### src/rtl/bcd_pkg.sv
// Shared constants and types for the BCD add sequencer and its digit adder.
package bcd_pkg;

  localparam int DIGIT_W = 4;
  localparam int BCD_MAX = 9;
  localparam int BCD_ADJ = 6;

  typedef logic [DIGIT_W-1:0] bcd_digit_t;

  typedef enum logic [1:0] {
    IDLE = 2'd0,
    RUN  = 2'd1,
    DONE = 2'd2
  } state_t;

  // Nines complement of one digit.
  // Digits above 9 wrap modulo 16 so the result is still deterministic.
  function automatic bcd_digit_t nines(input bcd_digit_t d);
    return bcd_digit_t'(BCD_MAX) - d;
  endfunction

  // A digit is legal BCD only if it lies in the range 0..9.
  function automatic logic is_bad(input bcd_digit_t d);
    return d > bcd_digit_t'(BCD_MAX);
  endfunction

endpackage

### src/rtl/bcd_digit_adder.sv
// One-digit decimal adder with an optional nines-complement of b (subtract).
// Purely combinational; the sequencer time-shares a single instance.
module bcd_digit_adder
  import bcd_pkg::*;
(
  input  bcd_digit_t a,
  input  bcd_digit_t b,
  input  logic       sub,
  input  logic       cin,
  output bcd_digit_t sum,
  output logic       cout,
  output logic       invalid
);

  bcd_digit_t           b_eff;
  logic [DIGIT_W:0]     s_raw;
  logic [DIGIT_W:0]     s_adj;

  // Binary add of a, (possibly complemented) b and carry, then decimal adjust.
  // The adjust is applied whatever the inputs, including illegal digits.
  always_comb begin
    b_eff   = sub ? nines(b) : b;
    s_raw   = {1'b0, a} + {1'b0, b_eff} + {{DIGIT_W{1'b0}}, cin};
    s_adj   = s_raw + (DIGIT_W+1)'(BCD_ADJ);
    if (s_raw > (DIGIT_W+1)'(BCD_MAX)) begin
      sum  = s_adj[DIGIT_W-1:0];
      cout = 1'b1;
    end else begin
      sum  = s_raw[DIGIT_W-1:0];
      cout = 1'b0;
    end
    // Flag the original operand digits, not the complemented b.
    invalid = is_bad(a) | is_bad(b);
  end

endmodule

### src/rtl/bcd_add_sequencer.sv
// Multi-digit BCD add sequencer: latches two packed BCD operands, then ripples
// through them LSD first with one shared digit adder, one digit per cycle.
// Optional feature: define BCD_SUB_EN to add the op port (1 = A - B, computed
// as A + nines(B) + 1).
module bcd_add_sequencer
  import bcd_pkg::*;
#(
  parameter int DIGITS = 4
) (
  input  logic                    clk,
  input  logic                    rst_n,
  input  logic                    in_valid,
  output logic                    in_ready,
  input  logic [DIGIT_W*DIGITS-1:0] a,
  input  logic [DIGIT_W*DIGITS-1:0] b,
`ifdef BCD_SUB_EN
  input  logic                    op,
`endif
  output logic                    out_valid,
  input  logic                    out_ready,
  output logic [DIGIT_W*DIGITS-1:0] sum,
  output logic                    carry_out,
  output logic                    digit_err
);

  localparam int                IDX_W = (DIGITS > 1) ? $clog2(DIGITS) : 1;
  localparam logic [IDX_W-1:0]  LAST  = IDX_W'(DIGITS - 1);

  state_t                   state, state_nxt;
  logic [IDX_W-1:0]         idx;
  bcd_digit_t [DIGITS-1:0]  a_r;
  bcd_digit_t [DIGITS-1:0]  b_r;
  bcd_digit_t [DIGITS-1:0]  sum_r;
  logic                     carry;
  logic                     carry_out_r;
  logic                     err_r;
`ifdef BCD_SUB_EN
  logic                     op_r;
`endif

  logic                     accept;
  logic                     last_digit;
  bcd_digit_t               d_sum;
  logic                     d_cout;
  logic                     d_inv;

  assign in_ready   = (state == IDLE);
  assign out_valid  = (state == DONE);
  assign accept     = in_valid && in_ready;
  assign last_digit = (idx == LAST);

  assign sum        = sum_r;
  assign carry_out  = carry_out_r;
  assign digit_err  = err_r;

  // The single shared digit adder, fed by the digit currently selected by idx.
  bcd_digit_adder u_digit (
    .a       (a_r[idx]),
    .b       (b_r[idx]),
`ifdef BCD_SUB_EN
    .sub     (op_r),
`else
    .sub     (1'b0),
`endif
    .cin     (carry),
    .sum     (d_sum),
    .cout    (d_cout),
    .invalid (d_inv)
  );

  // State register.
  always_ff @(posedge clk or negedge rst_n) begin
    if (!rst_n) state <= IDLE;
    else        state <= state_nxt;
  end

  // Next-state: accept -> ripple DIGITS cycles -> hold result until taken.
  always_comb begin
    state_nxt = state;
    case (state)
      IDLE:    if (accept)     state_nxt = RUN;
      RUN:     if (last_digit) state_nxt = DONE;
      DONE:    if (out_ready)  state_nxt = IDLE;
      default:                 state_nxt = IDLE;
    endcase
  end

  // Operand capture, per-digit ripple and result registers.
  // The result registers are left alone in DONE so the output stays stable.
  always_ff @(posedge clk or negedge rst_n) begin
    if (!rst_n) begin
      a_r         <= '0;
      b_r         <= '0;
      sum_r       <= '0;
      idx         <= '0;
      carry       <= 1'b0;
      carry_out_r <= 1'b0;
      err_r       <= 1'b0;
`ifdef BCD_SUB_EN
      op_r        <= 1'b0;
`endif
    end else begin
      case (state)
        IDLE: begin
          if (accept) begin
            a_r         <= a;
            b_r         <= b;
            idx         <= '0;
            sum_r       <= '0;
            carry_out_r <= 1'b0;
            err_r       <= 1'b0;
`ifdef BCD_SUB_EN
            op_r        <= op;
            // Seeding the carry with op supplies the +1 of the ten's complement.
            carry       <= op;
`else
            carry       <= 1'b0;
`endif
          end
        end
        RUN: begin
          sum_r[idx] <= d_sum;
          carry      <= d_cout;
          err_r      <= err_r | d_inv;
          if (last_digit) carry_out_r <= d_cout;
          else            idx         <= idx + 1'b1;
        end
        default: ;
      endcase
    end
  end

endmodule

### config.mk
export PLATFORM = sky130hd
export DESIGN_NAME = bcd_add_sequencer
export DESIGN_NICKNAME = d
export VERILOG_FILES = /design/src/rtl/bcd_pkg.sv /design/src/rtl/bcd_digit_adder.sv /design/src/rtl/bcd_add_sequencer.sv
export SDC_FILE = /design/constraint.sdc
export NUM_CORES = 1
export LEC_CHECK = 0
export CORE_AREA = 2 2 80 82
export DETAILED_ROUTE_END_ITERATION = 8
export DIE_AREA = 0 0 82 84
export PLACE_DENSITY = 0.76
export SLEW_MARGIN = 20
export SYNTH_ARGS = -nofsm -noshare
export SYNTH_HDL_FRONTEND = slang
export SYNTH_SLANG_ARGS = --single-unit
### constraint.sdc
create_clock -name clk -period 3.5 [get_ports clk]
set_clock_uncertainty 0.15 [all_clocks]
set_input_delay 0.525 -clock clk [delete_from_list [all_inputs] [get_ports clk]]
set_output_delay 0.525 -clock clk [all_outputs]
set_load 0.1 [all_outputs]
# Word-level counts from Yosys, hierarchy flattened
# Cells that the tools add are included.
# classes
addsub	4
n_eq_ne	7
bitwise_logic	2
n_lt_le_gt_ge	5
n_reduce_logical	9
muxes	23
# op_table
op	n
case mux 16 bit (2 select lines)	1
binary-select mux 4 bit (select 2 bit)	2
bitwise mux 16 bit	1
two-way mux 16 bit	1
two-way mux 4 bit	4
two-way mux 2 bit	5
AND reduction 3 bit	3
demux 4 bit (select 2 bit)	1
> comparator 4 bit, second input constant	2
case mux 1 bit (2 select lines)	3
case mux 2 bit (3 select lines)	1
adder 4 x 4 -> 5 bit	1
adder 5 x 1 -> 5 bit	1
> comparator 5 x 4 -> 1 bit, second input constant	1
adder 4 x 3 -> 4 bit, second input constant	1
equality test 2 bit, second input constant	2
inequality test 2 x 1 -> 1 bit, second input constant	2
inequality test 2 bit, second input constant	2
case mux 2 bit (2 select lines)	1
AND reduction 2 bit	2
< comparator 2 x 3 -> 1 bit, second input constant	1
two-way mux 1 bit	3
adder 2 x 1 -> 2 bit, second input constant	1
equality test 2 x 1 -> 1 bit, second input constant	1
5 further kinds	7
# word_totals
inputBits	36
ff_bits	55
output_inout_bits	20

# Depth between registers and ports, before layout
# logic_depth
depth_word	8
depth_mapped	10

# Cells and area by module
# Synthesis repeated with hierarchy kept, for this count alone.
# unflattened
cells_unflattened	218
hier_area_um2	2846.5
# by_module_without_submodules
module	cells_per_inst	area_each_um2	n_inst
bcd_add_sequencer	180	2555.0	1
bcd_digit_adder	38	291.5	1

# Worst setup path after synthesis
# OpenSTA, ideal clock, no wires.
# synth_path
path_type	register to register
start	reg idx[0]
end	reg sum_r (netlist bit sum[10])
arrival_time_ns	3.159
setup_slack_ns	0.114
synth_period_minus_slack_ns	3.386
setup_ns	0.078
path_buffers	1
stages_incl_launch_ff	11
required_ns	3.272
cell_sequence	dfrtp_1 -> buf_2 -> mux4_2 -> fa_1 -> fa_1 -> xnor2_2 -> ha_1 -> nand2_1 -> and3_4 -> o31a_1 -> o21ai_1
# synth_via
elab_chain_cells	8
elab_cells_between_ends	16
cone_classes	add/sub: 3; order compare: 3; mux: 9; reduce/logical: 1
# synth_lines
item	line_no	text
from (decl)	bcd_add_sequencer.sv:30	logic [IDX_W-1:0] idx;
from (signal assigned)	bcd_add_sequencer.sv:126	else idx <= idx + 1'b1;
binary-select mux 4 bit (select 2 bit), on equally long branches	bcd_add_sequencer.sv:58, bcd_add_sequencer.sv:59	
two-way mux 4 bit, on equally long branches	bcd_add_sequencer.sv:58, bcd_add_sequencer.sv:59	
adder 4 x 4 -> 5 bit	bcd_digit_adder.sv:23	s_raw = {1'b0, a} + {1'b0, b_eff} + {{DIGIT_W{1'b0}}, cin};
adder 5 x 1 -> 5 bit	bcd_digit_adder.sv:23	
adder 4 x 3 -> 4 bit / > comparator 5 x 4 -> 1 bit (equally long branches)	bcd_digit_adder.sv:24, bcd_digit_adder.sv:25	
two-way mux 4 bit	bcd_digit_adder.sv:25	if (s_raw > (DIGIT_W+1)'(BCD_MAX)) begin
bitwise mux 16 bit *	bcd_add_sequencer.sv:122	sum_r[idx] <= d_sum;
case mux 16 bit (2 select lines) *	bcd_add_sequencer.sv:103	case (state)
to (signal, indexed assignment)	bcd_add_sequencer.sv:122	
to (decl)	bcd_add_sequencer.sv:33	bcd_digit_t [DIGITS-1:0] sum_r;
# Every way passes the cells marked *; elsewhere a longest branch is shown, timed or not. The select of a mux whose other input is x is not followed.
# A chain may end at the register's enable or synchronous reset.

# Worst setup path after layout
# Ends and elaborated chain as after synthesis.

==> results.py <==
metrics = {
    "detailed_routing": {
        "routed_wl_um": 5558,
        "highest-signal-layer": "met4",
        "via_per_inst": 5.086,
        "wl_met3_um": 267,
        "met2WireLength_um": 2771,
        "drtAntennaViolNets": 0,
        "drc": 0,
        "wl_met1_um": 2464,
        "wl_per_cell_um": 13.66,
        "drtPass1Iterations": 4,
        "first_iter_violations": 87,
        "vias": 2070,
    },
    "global_route": {
        "antenna_found_initial": 0,
        "grt_use_total_pct": 18.14,
        "overflow": 0,
        "grt_pass1_vias": 2105,
        "grt_max_degree": 42,
        "grt_pass1_wl_um": 9715,
    },
    "yosys": {
        "synthArstFlopShare_pct": 100.0,
        "yosysUniqueCellTypes": 33,
        "yosys-top-cells-count": "nand2_1, dfrtp_1, o21ai_0",
        "avgSynthCellArea_um2": 9.690,
        "yosysWarnings": 0,
        "ys_seq_area_share_pct": 52.61,
        "netlist.area_leader.share_pct": 52.61,
        "synth_top_area_cell": "dfrtp_1",
        "syn_inst": 270,
        "netlist_top_cells_area": "dfrtp_1, nand2_1, mux4_2",
        "ys.flop_type": "dfrtp_1",
        "synth_seq_cells": 55,
        "synth_nets": 316,
        "synth.cell_area_um2": 2616,
        "yosys.cell_count.top_type": "nand2_1",
        "synth_edf_count": 0,
    },
    "worst_setup_path": {
        "path_buf_inv": 0,
        "cp.required_ps": 3540,
        "crit_type": "flop to flop",
        "timing.critical_path.mode_cell": "fa_1",
        "crit_family": "adder cells",
        "cp_slowest_cell": "mux4_2",
        "critPathLaunchType": "flop",
        "cpPeakStageDelay_ps": 540,
        "reg2reg_slack_ps": 180,
        "reg2reg_from": "idx[0]",
        "worstReg2RegEnd": "sum[10]",
        "worstSetupEndpointType": "flop",
        "arrival_ps": 3360,
        "path_max_fanout": 6,
        "cp_cell_sequence": "mux4_2 > fa_1 > fa_1 > xnor2_2 > ha_1 > a211oi_1 > a32oi_1 > o31a_1 > o21ai_1",
        "ff2ff_path_depth": 9,
    },
    "clock_network": {
        "hold_buffers": 0,
        "cts_tree": "built",
        "post_cts_buffers": 0,
        "clock_path_buffers": 2,
        "numClockSinks": 55,
        "cts_resized": 0,
        "clk_pin_slew_ps": 100,
        "cts_root_buf": "clkbuf_8",
        "cts_max_level": 2,
        "cts_buffers": 5,
        "clk_latency_ps": 310,
    },
    "sta": {
        "rsz0062_at_grt": "no",
        "finalCriticalPeriod_ps": 3315,
        "finalHoldViolations": 0,
        "min_period_over_period_pct": 94.72,
        "setup_viol": 0,
        "drv_slew": 0,
        "tightest_slew_ps": 989.5,
        "slew_headroom_pct": 33.83,
        "tns_ps": 0,
        "clock.fmax_ghz": 0.3016,
    },
    "placed_design": {
        "dp.cells": 399,
        "io_buffer_count": 55,
        "place.gp.congestion": 0.8384,
        "placed_area_um2": 3267,
        "dp_hpwl_um": 4139,
    },
    "job": {
        "max-cap-violations": 0,
    },
    "floorplan": {
        "num_rows": 29,
        "die_h_um": 84,
        "initial_utilization_pct": 42.92,
        "ios": 56,
        "chipWidth_um": 82,
        "dieArea_um2": 6888,
        "core_area_um2": 6096,
    },
    "cells_and_area": {
        "n_antenna_cell": 0,
        "nNetsFinal": 375,
        "syn2layout_area_growth_pct": 29.94,
        "drive_gt1_share_pct": 9.394,
        "fin_area_um2": 3400,
        "fin_cells": 407,
    },
    "min_path": {
        "hold_path.class": "primary input to asynchronous set/reset pin",
    },
    "outcome": {
        "status": "completed",
    },
}
-- cells by family after synthesis --
| kind of cell | synth area share, % |
|---|---|
| xor+xnor | 0.6219 |
| simple gates | 20.37 |
| flops | 52.61 |
| fa+ha+maj | 5.357 |
| buf+inv | 2.774 |
| mux | 7.317 |
| compound gates | 10.95 |
-- placed cells by master, fill, tap and decap left out, drive strengths merged, types with 2 or more instances in the layout --
master | netlist | routed
nand2 | 107 | 107
mux4 | 8 | 8
o21bai | 2 | 2
bufinv | 0 | 2
ha | 8 | 8
a21oi | 6 | 6
nor2 | 2 | 2
o21ai | 21 | 21
inv | 7 | 7
clkbuf | 5 | 6
a31oi | 4 | 4
a21o | 3 | 3
fa | 2 | 2
a211oi | 2 | 2
buf | 6 | 11
a22o | 3 | 3
nand3 | 12 | 12
clkdlybuf4s50 | 0 | 52
nor2b | 2 | 2
dfrtp | 55 | 55
nor3 | 4 | 4
-- final cells by class --
type | count | area, um2
Inverter | 7 | 26.28
Clock buffer | 6 | 72.57
Multi-Input combinational cell | 197 | 1167
Sequential cell | 55 | 1376
Clock inverter | 2 | 60.06
Tap cell | 77 | 96.34
Timing Repair Buffer | 63 | 600.6
Fill cell | 545 | 2696
-- state kept, by name (all words and copies together) (netlist names) --
signal	count
a_r	16
b_r	16
sum	16
idx	2
state	2
carry	1
carry_out	1
digit_err	1
-- per-layer routing --
layer / vias to the layer above / GRT usage (%)
li1: 1031 / -
met1: 973 / 23.72
met2: 60 / 30.30
met3: 6 / 4.004
met4: 0 / 4.545
met5: - / 0
-- worst max path at each step --
stage | start | cells past startpoint | to
after floorplan | idx[0] | 10 | sum[10]
after global placement | idx[0] | 9 | sum[6]
after CTS | idx[0] | 9 | sum[10]
after global routing | idx[0] | 9 | sum[5]
final | idx[0] | 9 | sum[10]
after detailed placement | idx[0] | 9 | sum[9]
-- per-stage QoR --
stage / hold WS (ps) / worst slack [ps] / util (%)
3_3_place_gp: 302.7 / 330.4 / 53.59
3_5_place_dp: 307.3 / 212.8 / 53.59
6_report: 173.3 / 184.7 / 55.77
5_1_grt: 244.9 / 18.27 / 55.77
4_1_cts: 210.7 / 182.9 / 55.77
2_1_floorplan: 79.41 / 113.5 / -
Power is left out: the tool's default activity adds up to more than one toggle a clock period on the data nets, which glitch-free logic cannot reach.
